--- src/rtl/iob_uart_csr_manager.sv ---
`default_nettype none
// ============================================================================
// Module   : iob_uart_csr_manager
// Brief    : IOb bus manager for an iob_uart CSR port. Soft-resets and
//            configures the UART, then polls status and moves bytes between
//            valid/ready streams and the TXDATA/RXDATA registers.
// Revision : 1.0 - initial release
// ============================================================================
module iob_uart_csr_manager #(
  parameter int FREQ    = 100000000,
  parameter int BAUD    = 3000000,
  parameter int DIV_VAL = FREQ / BAUD
) (
  input  logic        clk_i,
  input  logic        cke_i,
  input  logic        arst_i,
  input  logic        tx_valid_i,
  input  logic [7:0]  tx_data_i,
  output logic        tx_ready_o,
  output logic        rx_valid_o,
  output logic [7:0]  rx_data_o,
  input  logic        rx_ready_i,
  output logic        init_done_o,
  output logic        iob_valid_o,
  output logic [2:0]  iob_addr_o,
  output logic [31:0] iob_wdata_o,
  output logic [3:0]  iob_wstrb_o,
  input  logic        iob_rvalid_i,
  input  logic [31:0] iob_rdata_i,
  input  logic        iob_ready_i
);

  localparam logic [2:0]  C_ADDR_CTRL = 3'd0;
  localparam logic [2:0]  C_ADDR_DATA = 3'd4;
  localparam logic [15:0] C_DIV       = 16'(DIV_VAL);

  typedef enum logic [3:0] {
    S_RST_SET = 4'd0,
    S_RST_CLR = 4'd1,
    S_SET_DIV = 4'd2,
    S_SET_EN  = 4'd3,
    S_IDLE    = 4'd4,
    S_POLL    = 4'd5,
    S_POLL_RV = 4'd6,
    S_TX_WR   = 4'd7,
    S_RX_RD   = 4'd8,
    S_RX_RV   = 4'd9
  } state_t;

  state_t      state_q, state_d;
  logic        valid_q, valid_d;
  logic [2:0]  addr_q, addr_d;
  logic [31:0] wdata_q, wdata_d;
  logic [3:0]  wstrb_q, wstrb_d;
  logic [7:0]  tx_byte_q, tx_byte_d;
  logic        rx_valid_q, rx_valid_d;
  logic [7:0]  rx_data_q, rx_data_d;
  logic        init_done_q, init_done_d;

  // Request descriptor for the current state, consumed by the common issue logic
  logic        w_req_en;
  logic [2:0]  w_req_addr;
  logic [3:0]  w_req_wstrb;
  logic [31:0] w_req_wdata;
  state_t      w_req_next;

  // Only the low byte of read data carries status or RX data
  logic        w_unused_rdata;
  assign w_unused_rdata = ^iob_rdata_i[31:8];

  // Next-state, request issue and stream-side bookkeeping
  always_comb begin
    state_d     = state_q;
    valid_d     = valid_q;
    addr_d      = addr_q;
    wdata_d     = wdata_q;
    wstrb_d     = wstrb_q;
    tx_byte_d   = tx_byte_q;
    rx_valid_d  = rx_valid_q;
    rx_data_d   = rx_data_q;
    init_done_d = init_done_q;
    w_req_en    = 1'b0;
    w_req_addr  = C_ADDR_CTRL;
    w_req_wstrb = 4'b0000;
    w_req_wdata = 32'h0;
    w_req_next  = state_q;

    // Consumer handshake frees the RX holding register
    if (rx_valid_q && rx_ready_i) begin
      rx_valid_d = 1'b0;
    end

    case (state_q)
      S_RST_SET: begin
        w_req_en    = 1'b1;
        w_req_wstrb = 4'b0001;
        w_req_wdata = 32'h1;
        w_req_next  = S_RST_CLR;
      end
      S_RST_CLR: begin
        w_req_en    = 1'b1;
        w_req_wstrb = 4'b0001;
        w_req_next  = S_SET_DIV;
      end
      S_SET_DIV: begin
        w_req_en    = 1'b1;
        w_req_wstrb = 4'b1100;
        w_req_wdata = {C_DIV, 16'h0};
        w_req_next  = S_SET_EN;
      end
      S_SET_EN: begin
        w_req_en    = 1'b1;
        w_req_addr  = C_ADDR_DATA;
        w_req_wstrb = 4'b0110;
        w_req_wdata = 32'h0001_0100;
        w_req_next  = S_IDLE;
      end
      S_IDLE: begin
        // Poll only when there is work: a byte to send or room for one
        if (tx_valid_i || !rx_valid_q) begin
          state_d = S_POLL;
        end
      end
      S_POLL: begin
        w_req_en   = 1'b1;
        w_req_next = S_POLL_RV;
      end
      S_POLL_RV: begin
        if (iob_rvalid_i) begin
          if (iob_rdata_i[0] && tx_valid_i) begin
            // Latch the byte so the write completes even if upstream drops valid
            tx_byte_d = tx_data_i;
            state_d   = S_TX_WR;
          end else if (iob_rdata_i[1] && !rx_valid_q) begin
            state_d = S_RX_RD;
          end else begin
            state_d = S_IDLE;
          end
        end
      end
      S_TX_WR: begin
        w_req_en    = 1'b1;
        w_req_addr  = C_ADDR_DATA;
        w_req_wstrb = 4'b0001;
        w_req_wdata = {24'h0, tx_byte_q};
        w_req_next  = S_IDLE;
      end
      S_RX_RD: begin
        w_req_en   = 1'b1;
        w_req_addr = C_ADDR_DATA;
        w_req_next = S_RX_RV;
      end
      S_RX_RV: begin
        if (iob_rvalid_i) begin
          rx_data_d  = iob_rdata_i[7:0];
          rx_valid_d = 1'b1;
          state_d    = S_IDLE;
        end
      end
      default: begin
        state_d = S_RST_SET;
      end
    endcase

    // Common issue: raise valid with the request, hold it until accepted,
    // then drop valid and advance.
    if (w_req_en) begin
      if (!valid_q) begin
        valid_d = 1'b1;
        addr_d  = w_req_addr;
        wstrb_d = w_req_wstrb;
        wdata_d = w_req_wdata;
      end else if (iob_ready_i) begin
        valid_d = 1'b0;
        state_d = w_req_next;
        if (state_q == S_SET_EN) begin
          init_done_d = 1'b1;
        end
      end
    end
  end

  // State and output registers; cke_i freezes everything, reset wins
  always_ff @(posedge clk_i) begin
    if (arst_i) begin
      state_q     <= S_RST_SET;
      valid_q     <= 1'b0;
      addr_q      <= 3'd0;
      wdata_q     <= 32'h0;
      wstrb_q     <= 4'b0000;
      tx_byte_q   <= 8'h0;
      rx_valid_q  <= 1'b0;
      rx_data_q   <= 8'h0;
      init_done_q <= 1'b0;
    end else if (cke_i) begin
      state_q     <= state_d;
      valid_q     <= valid_d;
      addr_q      <= addr_d;
      wdata_q     <= wdata_d;
      wstrb_q     <= wstrb_d;
      tx_byte_q   <= tx_byte_d;
      rx_valid_q  <= rx_valid_d;
      rx_data_q   <= rx_data_d;
      init_done_q <= init_done_d;
    end
  end

  // Upstream sees acceptance in the cycle the TXDATA write handshakes
  assign tx_ready_o  = (state_q == S_TX_WR) && valid_q && iob_ready_i && cke_i;
  assign rx_valid_o  = rx_valid_q;
  assign rx_data_o   = rx_data_q;
  assign init_done_o = init_done_q;
  assign iob_valid_o = valid_q;
  assign iob_addr_o  = addr_q;
  assign iob_wdata_o = wdata_q;
  assign iob_wstrb_o = wstrb_q;

endmodule
`default_nettype wire

--- config.mk ---
export PLATFORM = sky130hd
export DESIGN_NAME = iob_uart_csr_manager
export DESIGN_NICKNAME = d
export VERILOG_FILES = /design/src/rtl/iob_uart_csr_manager.sv
export SDC_FILE = /design/constraint.sdc
export NUM_CORES = 1
export LEC_CHECK = 0
export CORE_UTILIZATION = 39
export CTS_CLUSTER_SIZE = 12
export DETAILED_ROUTE_END_ITERATION = 8
export GPL_TIMING_DRIVEN = 0
export PLACE_DENSITY = 0.83
export REMOVE_ABC_BUFFERS = 1
export SYNTH_ARGS = -nofsm -noshare
export SYNTH_HDL_FRONTEND = slang
export SYNTH_SLANG_ARGS = --single-unit
--- constraint.sdc ---
create_clock -name clk_i -period 2.06 [get_ports clk_i]
set_clock_uncertainty 0.15 [all_clocks]
set_input_delay 0.206 -clock clk_i [delete_from_list [all_inputs] [get_ports clk_i]]
set_output_delay 0.206 -clock clk_i [all_outputs]
set_load 0.005 [all_outputs]
-- After elaboration in Yosys (flattened, before gate mapping)
Cells that the tools add are included.
- bits in registers: 62
- input port bits: 47
- word-level logic and storage cells: 58
- equality and inequality tests: 10
- multiplexer cells: 19
- bitwise operators: 1
- reduce and logical (&&, ||, !) cells: 19
- operator list (kind ; number):
    22-bit one-hot mux with 4 select lines ; 1
    4-bit two-way mux ; 8
    4-bit one-hot mux with 6 select lines ; 1
    4-bit by 3-bit equality test with 1-bit output (second input constant) ; 4
    4-bit one-hot mux with 4 select lines ; 1
    4-bit one-hot mux with 3 select lines ; 1
    9-bit by 4-bit inequality test with 1-bit output (second input constant) ; 1
    4-bit by 2-bit equality test with 1-bit output (second input constant) ; 2
    4-bit equality test (second input constant) ; 2
    7-bit OR reduction ; 1
    1-bit logical AND ; 6
    1-bit two-way mux ; 6
    3-bit AND reduction ; 2
    3-bit OR reduction ; 2
    5-bit AND reduction ; 1
    4-bit by 1-bit equality test with 1-bit output (second input constant) ; 1
    4-bit zero test ; 1
    2-bit AND reduction ; 2
    4-bit AND reduction ; 1
    3-bit two-way mux ; 1
    2-bit OR reduction ; 1
    1-bit zero test ; 1
    1-bit logical OR ; 1
    1-bit inverter ; 1

-- Longest topological paths before layout
Gate-level depths: netlist of run 1.
- depth after elaboration: 9
- gate-level depth with buffers: 7
- mapped depth without buffers: 4

-- Worst setup path before layout of run 1
Ideal clock, no wire load.
- path type: register -> register
- start: register state_q[0]
- end: register addr_q[2] (netlist: iob_addr_o[2])
- setup time: 0.131 ns
- arrival time: 1.410 ns
- required time: 1.779 ns
- setup slack: 0.369 ns
- stages on the path, launching flop included: 7
- path buffers: 2
- cell sequence: dfxtp_1 buf_6 o21a_1 or4_1 clkbuf_2 a211oi_2 nor3_1
- cells in the longest elaborated chain, start to end: 4
- elaborated cells on any way between the ends: 12
- RTL lines (what ; line ; source):
    start: declaration ; 50 ; state_t state_q, state_d;
    start signal: assignment ; 196 ; state_q <= state_d;
    4-bit by 2-bit equality test with 1-bit output (tied with other cells) ; 93 ; case (state_q)
    7-bit OR reduction (no line) ; -- ;
    1-bit two-way mux ; 93 ;
    3-bit AND reduction (no line) ; -- ;
    end signal: assignment ; 198 ; addr_q <= addr_d;
    end: declaration ; 52 ; logic [2:0] addr_q, addr_d;
Parallel ways exist; a longest one is shown, timed or not.
A chain may end at the register's enable or synchronous reset.

-- Final worst setup path of run 1
- start: register state_q[1]
- end: register rx_data_q[6] (netlist: rx_data_o[6])
- cells in the longest elaborated chain, start to end: 2
- RTL lines (what ; line ; source):
    4-bit equality test ; 93 ;
    3-bit AND reduction (no line) ; -- ;
    end signal: assignment ; 203 ; rx_data_q <= rx_data_d;
    end: declaration ; 57 ; logic [7:0] rx_data_q, rx_data_d;
No other way between the ends.

==> results.yml, run 1 <==
final_layout:
  final_util_pct: 53.55
  drive_gt1_share_pct: 7.925
  postLayoutCellArea_um2: 2396
  fin_nets: 311
  layout_common_cells: "47 x clkdlybuf4s50_1, 35 x dfxtp_1, 28 x nand2_1"
  layout_commonest_cell: "clkdlybuf4s50_1"
  n_fill_cell: 410
  final_cells: 317
  syn_to_final_growth_pct: 27.75
  insertedDiodeCount: 0
synth:
  synth_compound_area_share_pct: 12.68
  ys_ff_latch: 39
  ys_seq_area_share_pct: 41.63
  synthSimpleGateAreaFrac_pct: 22.08
  synth_edf_count: 0
  ys.flop_type: "dfxtp_1"
  synth_fa_ha_area_share_pct: 0
  yosys_warnings: 0
  synth_xor_xnor_area_share_pct: 0
  synth_mux_area_share_pct: 9.073
  synth_area_um2: 1876
  avgSynthCellArea_um2: 8.487
  synthCells: 221
  async_flop_share_pct: 0
  synth_top_family_by_area: "simple AND/OR/NAND/NOR gates"
  synth_cell_types: 41
clock_network:
  worst_skew_pair.late_latency_ps: 280
  clockBufferDepth: 2
  cts_sinks: 39
  cts_buffers: 5
  root_buffer: "clkbuf_8"
  path_clk_slew_ps: 80
  cts_tree: "built"
  htree_levels: 2
global_routing:
  grt-ovfl-total: 0
  grt_pass1_vias: 1515
  gr-usage-all-layers_pct: 16.66
  grt_pass1_wl_mm: 6.782
  grt_start_max_net_pins: 42
  antenna_found_initial: 0
sta:
  setup_ws_ps: 207.9
  timing.final.crit_period_ps: 1852
  setup_viol: 0
  maxSlewViolCount: 0
  tightest_slew_ps: 707.6
  period_share_pct: 89.91
  grt_setup_unrepaired: "false"
  fmax_mhz: 539.9
  relSlewSlack_pct: 52.48
  finalHoldViolations: 0
floorplan:
  io_pins: 98
  num_rows: 24
  die-area_um2: 5090
  coreArea_um2: 4474
  start_util_pct: 41.92
  die_h_um: 71.35
  die-width_um: 71.35
routing:
  vias_per_cell: 5.117
  wire_per_inst_um: 12.60
  vias: 1622
  drt_iter0_drc: 64
  drc: 7
  first_pass_iters: 6
  routed_wirelength_mm: 3.993
  postRouteAntennaNets: 0
status:
  outcome: "finished with violations"
  violations: "DRC"
worst_setup_path:
  worst_r2r_startpoint: "state_q[1]$_SDFFE_PP0P_"
  critical_path_class: "register to register"
  crit_start: "state_q[1]$_SDFFE_PP0P_"
  worstPathArrival_ps: 1850
  start_kind: "register"
  crit_required_ps: 2060
  critPathSlowestCell: "or4_4"
  setup.worst_path.end_class: "register"
  cp_max_fo: 14
  max_stage_delay_ps: 600
  path_cells: "or2_1 > or4_4 > mux2i_1 > nor2_1"
place:
  dp.cells: 308
  io_buffers: 50
  place_ws_ps: -673.7
  place_area_um2: 2266
  dp.final_hpwl_mm: 2.751
  place.gp.congestion: 0.8459
power_and_ir_drop:
  p_per_area_nw_per_um2: 628.4
  vdd_drop_max_mv: 0.4276
  p_leak_nw: 0.9133
min_path:
  min-delay-start: "iob_wdata_o[5]$_SDFFE_PP0P_"
  hold_class: "register to register"
run:
  drv_cap: 0
## flip-flops by register name, summed over array words and instances (netlist names)
register,cells
rx_valid_o,1
init_done_o,1
iob_wstrb_o,4
iob_valid_o,1
tx_byte_q,8
rx_data_o,8
state_q,4
iob_addr_o,1
iob_wdata_o,11
## per-stage QoR
step	hold WS (ps)	power, mW	TNS, ps
after floorplan	125.1	0.9077	0
after global placement	291.7	1.011	-17640
after detailed placement	296.2	1.017	-17970
after CTS	306.9	1.521	0
after global routing	336.6	1.579	0
final	303.7	1.506	0
## path summary, 6_finish.rpt
path | to | slack, ps | cells after the start
setup reg to reg | rx_data_o[6]$_SDFFE_PP0P_ | 210 | 4
setup / recovery | rx_data_o[6]$_SDFFE_PP0P_ | 210 | 4
hold / removal | iob_wdata_o[5]$_SDFFE_PP0P_ | 300 | 2
hold reg to reg | iob_wdata_o[5]$_SDFFE_PP0P_ | 300 | 2
## area by class of cell
class                   instances  area (um^2)  area share (%)
clock buffers                   6        72.57           3.029
clock inverters                 2        12.51          0.5222
inverters                       3        11.26          0.4700
multi-input cells             164        933.4           38.96
flip-flops and latches         39        788.3           32.90
well taps                      52        65.06           2.715
repair buffers                 51        513.0           21.41
## cell usage after synthesis, types with 2 or more instances
library cell | n | area share, %
o21ai_0 | 4 | 1.1
buf_6 | 3 | 1.8
a31oi_1 | 4 | 1.3
nor2_1 | 27 | 5.4
nor2b_1 | 3 | 1.0
nand3_1 | 9 | 2.4
o221ai_1 | 2 | 0.93
buf_4 | 25 | 10
nand2_1 | 28 | 5.6
nor3_1 | 4 | 1.1
clkbuf_1 | 6 | 1.2
mux2i_1 | 17 | 9.1
nand2b_1 | 4 | 1.3
or4_1 | 2 | 0.80
a21oi_1 | 18 | 4.8
inv_1 | 2 | 0.40
dfxtp_1 | 39 | 42
## routing by layer
layer | track usage (%) | vias up | wire length [um]
met2 | 28.89 | 65 | 2000
met3 | 4.219 | 2 | 249
met4 | 3.556 | 0 | 9
met5 | 0 | - | 0
met1 | 20.91 | 759 | 1733
li1 | - | 796 | -
## power by group
group	total, mW	internal [mW]	leakage [nW]	switching (mW)
logic	0.205	0.0960	0.555	0.109
registers	0.804	0.771	0.317	0.0333
clock network	0.497	0.237	0.0412	0.260
total	1.51	1.10	0.913	0.402
## repair_timing
action | in CTS | in global routing
setup endpoints to repair | 37 | 6
pin swaps | 0 | 1
setup buffers | 0 | 1
hold buffers | 0 | 0
gates resized for setup | 13 | 0
## worst max-delay path: cells and delay by family, from the launching register on
family,cells,cell delay (ps)
flops,1,400
mux,1,210
simple gates,3,950
## cells by family after synthesis
logic type / Yosys count
muxes: 17
AOI/OAI and AO/OA: 38
and+or+nand+nor: 86
buffers and inverters: 40
DFF: 39
other: 1
No activity file was read; power rests on OpenSTA's default activity.
==> inputs of run 2 (changes only) <==
--- a/config.mk
+++ b/config.mk
@@ -9,7 +9,7 @@
 export CTS_CLUSTER_SIZE = 12
 export DETAILED_ROUTE_END_ITERATION = 8
 export GPL_TIMING_DRIVEN = 0
-export PLACE_DENSITY = 0.83
+export PLACE_DENSITY = 0.79
 export REMOVE_ABC_BUFFERS = 1
 export SYNTH_ARGS = -nofsm -noshare
 export SYNTH_HDL_FRONTEND = slang
==> results.yml, run 2 (synthesis gave the netlist of run 1 again) <==
final_layout:
  postLayoutCellArea_um2: 2382
  layout_common_cells: "47 x clkdlybuf4s50_1, 35 x dfxtp_1, 28 x nand2_1"
  largest_reg_flops: 11
  fin_nets: 312
  insertedDiodeCount: 0
  syn_to_final_growth_pct: 27.02
  layout_commonest_cell: "clkdlybuf4s50_1"
  drive_gt1_share_pct: 7.955
power_and_ir_drop:
  vdd_drop_max_mv: 0.3795
  switchingPower_mw: 0.4033
  seqPwrFrac_pct: 53.8
  internal_power_mw: 1.092
  switching_share_pct: 26.98
  p_comb_share_pct: 13.7
  power_frac_clock_pct: 32.5
  p_per_area_nw_per_um2: 627.5
  p_leak_nw: 0.9109
global_routing:
  grt_pass1_vias: 1384
  grt-ovfl-total: 0
  grt.met2_usage_pct: 24.66
  antenna_found_initial: 0
  grt_use_met1_pct: 21.55
  grt_pass1_wl_mm: 6.458
  gr-usage-all-layers_pct: 16.06
  grt_start_max_net_pins: 42
  busiest_layer: "met2"
  use_met3_pct: 6.188
sta:
  relSlewSlack_pct: 51.80
  tightest_slew_ps: 722.9
  maxSlewViolCount: 0
  timing.final.crit_period_ps: 1860
  grt_setup_unrepaired: "false"
  finalHoldViolations: 0
  fmax_mhz: 537.6
  period_share_pct: 90.29
  setup_viol: 0
  fin_tns_setup_ps: 0
place:
  place_area_um2: 2266
  place.gp.congestion: 0.8492
  io_buffers: 50
  dp.final_hpwl_mm: 2.613
worst_setup_path:
  critical_path_class: "register to register"
  start_kind: "register"
  crit_required_ps: 2130
  ff2ff_path_depth: 4
  crit_family: "simple AND/OR/NAND/NOR gates"
  critPathSlowestCell: "nor4_4"
  worst_r2r_startpoint: "state_q[2]$_SDFFE_PP0P_"
  reg2reg_to: "iob_wstrb_o[1]$_SDFFE_PP0P_"
  max_stage_delay_ps: 630
  reg2reg_slack_ps: 200
  cp_max_fo: 14
  worstPathArrival_ps: 1930
  cp_num_buf_inv: 0
  setup.worst_path.end_class: "register"
  path_cells: "nor2b_1 > nor4_4 > nand3_1 > a21oi_1"
run:
  drv_cap: 0
min_path:
  min-delay-start: "iob_wdata_o[3]$_SDFFE_PP0P_"
  hold_path_end: "iob_wdata_o[3]$_SDFFE_PP0P_"
  hold_depth: 2
  hold_class: "register to register"
routing:
  first_pass_iters: 6
  vias_per_cell: 5.142
  wire_per_inst_um: 12.56
  routed_wirelength_mm: 3.968
  vias: 1625
  drt_iter0_drc: 138
  postRouteAntennaNets: 0
  drc: 6
floorplan:
  num_rows: 24
  die-width_um: 71.35
  die_h_um: 71.35
  start_util_pct: 41.92
  die-area_um2: 5090
  io_pins: 98
  coreArea_um2: 4474
status:
  outcome: "finished with violations"
  violations: "DRC"
clock_network:
  root_buffer: "clkbuf_8"
  clockBufferDepth: 2
  ctsHoldBuffers: 0
  htree_levels: 2
  cts_tree: "built"
  cts_sinks: 39
  path_clk_slew_ps: 80
  worst_skew_pair.late_latency_ps: 290
  cts_buffers: 5
run 2: changes by cell type in the layout (fill, tap and decap cells not counted), sizes merged:
cell    before  now
buf          2    3
clkinv       1    0
clkbuf       6    5
run 2: tightest hold or removal path, stage by stage, from the launching register on:
cell and delay (ps):
dfxtp_1 310, nand2_1 50, a21oi_1 50
run 2: per-layer routing:
layer	part of all wire, %	wire length [um]
met5	0	0
met4	1.1	42
met3	8.5	339
met2	46	1841
met1	44	1745
run 2: what timing repair did:
action,4_1_cts,5_1_grt
endpoints found under the setup margin,37,16
pin swaps,0,1
buffers inserted,0,2
cloned,0,0
resized for setup,12,1
hold endpoints to repair,0,0
run 2: final cells by class:
cell class                      instances  area, um^2
Clock buffer                            5       68.82
Multi-Input combinational cell        164       933.4
Sequential cell                        39       788.3
Fill cell                             389        2092
Inverter                                3       11.26
Timing Repair Buffer                   52       508.0
Clock inverter                          1       7.507
Tap cell                               52       65.06
run 2: power groups by stage:
stage	clock network [mW]	registers [mW]	logic (mW)
after global placement	0	0.817	0.194
after CTS	0.494	0.803	0.203
after floorplan	0	0.811	0.0964
after detailed placement	0	0.818	0.195
final	0.486	0.804	0.205
after global routing	0.530	0.808	0.226
run 2: per-stage QoR:
stage,worst slack (ps),power (mW),utilization (%),cells,hold WS [ps]
2_1_floorplan,71.50,0.9077,-,206,125.1
3_3_place_gp,-677.4,1.012,50.64,308,292.5
3_5_place_dp,-692.5,1.013,50.64,308,297.2
4_1_cts,1.259,1.500,52.91,314,307.2
5_1_grt,62.13,1.564,53.24,316,325.9
6_report,200.0,1.495,53.24,316,303.1
run 2: how the worst max path moves through the flow:
| stage | startpoint | end | slack (ps) | cells past startpoint |
|---|---|---|---|---|
| 2_1_floorplan | state_q[0]$_SDFFE_PP0P_ | iob_addr_o[2]$_SDFFE_PP0P_ | 70 | 4 |
| 3_3_place_gp | cke_i | iob_wdata_o[8]$_SDFFE_PP0P_ | -680 | 5 |
| 3_5_place_dp | cke_i | iob_wstrb_o[1]$_SDFFE_PP0P_ | -690 | 5 |
| 4_1_cts | state_q[1]$_SDFFE_PP0P_ | rx_data_o[3]$_SDFFE_PP0P_ | 1 | 4 |
| 5_1_grt | state_q[2]$_SDFFE_PP0P_ | iob_wdata_o[21]$_SDFFE_PP0P_ | 60 | 4 |
| 6_report | state_q[2]$_SDFFE_PP0P_ | iob_wstrb_o[1]$_SDFFE_PP0P_ | 200 | 4 |
